## src/rtl/apb_arb_pkg.sv

```systemverilog
// Shared types and the round-robin pick rule for the two-requester APB master.
package apb_arb_pkg;

    typedef enum logic [1:0] {ST_IDLE, ST_SETUP, ST_ACCESS} apb_st_t;

    localparam int NREQ = 2;

    // With both requesters pending, the one that did not win last time goes next.
    function automatic logic rr_pick(input logic [NREQ-1:0] valid, input logic last);
        if (&valid) begin
            return ~last;
        end
        return valid[1];
    endfunction

endpackage

```

## src/rtl/apb_arb_rr.sv

```systemverilog
// Round-robin arbiter: combinational winner plus the last-grant history register.
module apb_arb_rr
    import apb_arb_pkg::*;
(
    input  logic            clk,
    input  logic            rst_n,
    input  logic [NREQ-1:0] valid,
    input  logic            load,
    output logic            winner
);

    logic last_grant;

    assign winner = rr_pick(valid, last_grant);

    // Reset value 1 makes requester 0 the first winner on a tie.
    always_ff @(posedge clk or negedge rst_n) begin
        if (!rst_n) begin
            last_grant <= 1'b1;
        end else if (load) begin
            last_grant <= winner;
        end
    end

endmodule

```

## src/rtl/apb_master_arb.sv

```systemverilog
// Two-requester APB master: round-robin grant, SETUP/ACCESS sequencing, completion return.
// Define APB_ARB_TIMEOUT_EN to force an error completion after TIMEOUT unready ACCESS cycles.
module apb_master_arb
    import apb_arb_pkg::*;
#(
    parameter int AWIDTH  = 8,
    parameter int DWIDTH  = 32,
    parameter int TIMEOUT = 16
) (
    input  logic                PCLK,
    input  logic                PRESETn,
    input  logic [NREQ-1:0]     req_valid,
    input  logic [NREQ-1:0]     req_write,
    input  logic [2*AWIDTH-1:0] req_addr,
    input  logic [2*DWIDTH-1:0] req_wdata,
    output logic [NREQ-1:0]     req_done,
    output logic [DWIDTH-1:0]   req_rdata,
    output logic                req_err,
    output logic                PSEL,
    output logic                PENABLE,
    output logic                PWRITE,
    output logic [AWIDTH-1:0]   PADDR,
    output logic [DWIDTH-1:0]   PWDATA,
    input  logic [DWIDTH-1:0]   PRDATA,
    input  logic                PREADY
);

    apb_st_t state, state_nxt;
    logic    gnt;
    logic    winner;
    logic    start;
    logic    finish;
    logic    expire;

    assign start = (state == ST_IDLE) && (req_valid != '0);

    apb_arb_rr u_rr (
        .clk    (PCLK),
        .rst_n  (PRESETn),
        .valid  (req_valid),
        .load   (start),
        .winner (winner)
    );

`ifdef APB_ARB_TIMEOUT_EN
    localparam int CW = $clog2(TIMEOUT + 1);

    logic [CW-1:0] tmo_cnt;

    always_ff @(posedge PCLK or negedge PRESETn) begin
        if (!PRESETn) begin
            tmo_cnt <= '0;
        end else if (state == ST_SETUP) begin
            tmo_cnt <= '0;
        end else if ((state == ST_ACCESS) && !PREADY) begin
            tmo_cnt <= tmo_cnt + 1'b1;
        end
    end

    // Expiry only counts when PREADY is low, so a late PREADY still completes normally.
    assign expire = (state == ST_ACCESS) && !PREADY && (tmo_cnt == CW'(TIMEOUT - 1));
`else
    logic unused_timeout;
    assign unused_timeout = (TIMEOUT > 0);
    assign expire         = 1'b0;
`endif

    assign finish = (state == ST_ACCESS) && (PREADY || expire);

    always_ff @(posedge PCLK or negedge PRESETn) begin
        if (!PRESETn) begin
            state <= ST_IDLE;
        end else begin
            state <= state_nxt;
        end
    end

    always_comb begin
        state_nxt = state;
        case (state)
            ST_IDLE:   if (start) state_nxt = ST_SETUP;
            ST_SETUP:  state_nxt = ST_ACCESS;
            ST_ACCESS: if (finish) state_nxt = ST_IDLE;
            default:   state_nxt = ST_IDLE;
        endcase
    end

    // APB strobes follow the next state so they are clean flop outputs; address/data latch at grant.
    always_ff @(posedge PCLK or negedge PRESETn) begin
        if (!PRESETn) begin
            gnt     <= 1'b0;
            PSEL    <= 1'b0;
            PENABLE <= 1'b0;
            PWRITE  <= 1'b0;
            PADDR   <= '0;
            PWDATA  <= '0;
        end else begin
            PSEL    <= (state_nxt != ST_IDLE);
            PENABLE <= (state_nxt == ST_ACCESS);
            if (start) begin
                gnt    <= winner;
                PWRITE <= req_write[winner];
                PADDR  <= winner ? req_addr[2*AWIDTH-1:AWIDTH]  : req_addr[AWIDTH-1:0];
                PWDATA <= winner ? req_wdata[2*DWIDTH-1:DWIDTH] : req_wdata[DWIDTH-1:0];
            end
        end
    end

    assign req_done  = finish ? (NREQ'(1) << gnt) : '0;
    assign req_err   = finish && expire;
    assign req_rdata = (finish && !PWRITE && !req_err) ? PRDATA : '0;

endmodule

```

## config.mk

```make
export PLATFORM = sky130hd
export DESIGN_NAME = apb_master_arb
export DESIGN_NICKNAME = d
export VERILOG_FILES = /design/src/rtl/apb_arb_pkg.sv /design/src/rtl/apb_arb_rr.sv /design/src/rtl/apb_master_arb.sv
export SDC_FILE = /design/constraint.sdc
export NUM_CORES = 1
export LEC_CHECK = 0
export CAP_MARGIN = 30
export CORE_MARGIN = 5
export CORE_UTILIZATION = 38
export DETAILED_ROUTE_END_ITERATION = 8
export PLACE_DENSITY = 0.86
export RECOVER_POWER = 100
export SYNTH_ARGS = -nofsm -noshare
export SYNTH_HDL_FRONTEND = slang
export SYNTH_SLANG_ARGS = --single-unit
```

## constraint.sdc

```tcl
create_clock -name PCLK -period 2.9 [get_ports PCLK]
set_clock_uncertainty 0.05 [all_clocks]
set_input_delay 0.58 -clock PCLK [delete_from_list [all_inputs] [get_ports PCLK]]
set_output_delay 0.58 -clock PCLK [all_outputs]
set_load 0.01 [all_outputs]
```

==> results.ini <==
[clock_tree]
htree_levels=2
cts_made_buffers=5
cts-root-buf=clkbuf_8
clk_latency_ns=0.29
cts_tree=done
clock-sinks=47
cts_hold_buf=0
cts_buffer_depth=2
path_clk_slew_ns=0.08

[final_layout]
nNetsFinal=506
drive_gt1_share_pct=16.8
design_area_mm2=0.00478
areaGrowthSynthToFinish_pct=68.6
diodes=0
fill_cells=588

[routing]
drtIter0Drc=30
dr.pass1.iters=4
viasPerCell=4.55
wl_per_cell_um=17.1
routed_wl_um=8310
postRouteAntennaNets=0
drc=0
via_count=2215

[sta]
clock.fmax_ghz=0.356
min_period_over_period_pct=96.9
slew_viol_final=0
max-slew-margin-rel_pct=23.1
setup_viol=0
post-route-min-period_ns=2.81
worst_pin_slew_ns=1.15
finalHoldViolations=0
fin_tns_setup_ns=0

[synthesis]
synth_ff_type=dfrtp_1
ys_seq_area_share_pct=41.5
synth_area_per_cell_um2=14.8
synthDistinctLibCells=22
synth_area_leader_cell=mux2_4
ys_ff_latch=47
yosys_warnings=0
synthTopCellsByCount=mux2_4, dfrtp_1, and2_1
synth_top_area_share_pct=41.3
synthTopCellsByArea=mux2_4, dfrtp_1, and2_1
synth_edf_count=0
synthArstFlopShare_pct=100
synth.most_common_cell=mux2_4
synthCells=192
synth_nets=311
syn_area_mm2=0.00284

[place]
portBuffers=195
hpwlAfterDp_um=6790
placed_area_mm2=0.00482
place_congestion=0.766

[global_route]
grt_max_degree=48
grt_pass1_vias=2445
grt-ovfl-total=0
grt_use_total_pct=17.4
grt_pass1_wl_um=12200
antenna_found_initial=0

[worst_setup_path]
cp_max_fo=13
cp_data_required_time_ns=2.27
start_kind=input port
cp_slowest_cell=clkdlybuf4s50_1
path_cells=clkdlybuf4s50_1 -> nand3b_1 -> nor2_2 -> buf_6 -> and2_1 -> clkdlybuf4s50_1
crit_top_cell=clkdlybuf4s50_1
arrival_ns=2.18
crit_type=input port to primary output
worst_setup_path_end_kind=primary output
max_stage_delay_ns=0.54

[floorplanning]
initial_utilization_pct=39.1
die_w_um=96.4
dieArea_mm2=0.00929
die_h_um=96.4
io-pin-count=197
rows=31
core_mm2=0.00725

[power]
p_total_mw=3.33
vdd_drop_max_mv=0.337
p_leak_nw=2.20
p_per_area_mw_per_mm2=698

[min_path]
min_path_type=register to register

[outcome]
status=complete, no violations

[run]
cap_violations=0

==> where the power goes <==
group	total (mW)	leakage (nW)	internal (mW)	switching [mW]
Sequential	1.17	0.551	0.999	0.169
Clock	0.376	0.0477	0.165	0.210
Combinational	1.79	1.60	1.06	0.730
Total	3.33	2.20	2.23	1.11
==> cell families (layout without fill, tap and decap cells) <==
group	after synthesis	count (layout)	synth area share, %
buffers and inverters	16	212	5.38
AO/OA/AOI/OAI	7	7	1.68
AND/OR/NAND/NOR	39	39	8.38
multiplexers	82	82	42.9
flip-flops	47	47	41.5
other	1	1	0.132
==> final timing paths <==
check	to	cells past startpoint	startpoint	slack [ns]
setup / recovery	req_rdata[25]	6	PREADY	0.09
max in group asynchronous	PWDATA[21]	2	PRESETn	1.56
hold / removal	PWDATA[21]	1	PWDATA[21]	0.43
min in group asynchronous	PSEL	2	PRESETn	0.53
setup reg to reg	PWDATA[17]	4	state[1]	0.65
hold reg to reg	PWDATA[21]	1	PWDATA[21]	0.43
==> sequential cells by signal, summed over array words and instances, names as in the netlist <==
name / flops
PADDR: 8
PWRITE: 1
PSEL: 1
state: 2
gnt: 1
u_rr.last_grant: 1
PWDATA: 32
PENABLE: 1
==> worst max-delay path, delay by kind of cell <==
family	cells	cell delay [ns]
buf+inv	3	1.17
simple gates	3	0.42
==> layer usage <==
layer  vias up  track usage [%]  wire length [um]
met5         -                0                 0
met3        10             6.35              1020
met2       131             33.5              4400
met4         0             6.07               143
met1      1031             16.9              2740
li1       1043                -                 -
==> layout by cell type, fill, tap and decap left out <==
| cell | netlist | layout |
|---|---|---|
| clkdlybuf4s50_1 | 0 | 141 |
| dfrtp_1 | 46 | 46 |
| dlygate4sd3_1 | 0 | 44 |
| mux2_4 | 78 | 39 |
| mux2_1 | 0 | 39 |
| and2_1 | 32 | 32 |
| dlymetal6s2s_1 | 0 | 9 |
| clkbuf_8 | 0 | 5 |
| mux2_2 | 4 | 4 |
| nor2_1 | 4 | 3 |
| clkinv_2 | 0 | 3 |
| buf_4 | 5 | 3 |
| inv_1 | 2 | 2 |
| o21ai_0 | 2 | 2 |
| buf_6 | 1 | 2 |
| clkbuf_2 | 0 | 2 |
| or3b_2 | 1 | 1 |
| o21a_2 | 0 | 1 |
| nand3b_1 | 1 | 1 |
| nor2_2 | 0 | 1 |
| or2_2 | 1 | 1 |
| a21bo_2 | 0 | 1 |
| o32ai_1 | 1 | 1 |
| a21oi_1 | 1 | 1 |
| a31oi_1 | 1 | 1 |
| conb_1 | 1 | 1 |
| buf_2 | 1 | 1 |
| dfstp_2 | 1 | 1 |
==> cell type report <==
| class | count | area (um2) | share of cell area, % |
|---|---|---|---|
| tap | 99 | 124 | 2.59 |
| clock buffer | 5 | 68.8 | 1.44 |
| timing repair buffer | 202 | 2020 | 42.4 |
| multi-input combinational | 129 | 1360 | 28.5 |
| inverter | 2 | 7.51 | 0.157 |
| clock inverter | 3 | 15.0 | 0.314 |
| sequential | 47 | 1180 | 24.6 |
==> metrics by stage <==
| step | cells | hold slack [ns] | setup slack, ns | util (%) |
|---|---|---|---|---|
| after floorplan | 192 | 0.234 | 1.00 | - |
| after global placement | 478 | 0.440 | 0.124 | 66.4 |
| after detailed placement | 478 | 0.442 | 0.00928 | 66.4 |
| after CTS | 486 | 0.334 | 0.00365 | 67.7 |
| after global routing | 487 | 0.455 | -0.0102 | 65.9 |
| final | 487 | 0.435 | 0.0908 | 65.9 |
==> timing repair <==
item,in CTS,in global routing
gates resized for setup,1,11
buffers inserted,0,1
setup endpoints to repair,1,32
No activity file was read; power rests on OpenSTA's default activity.
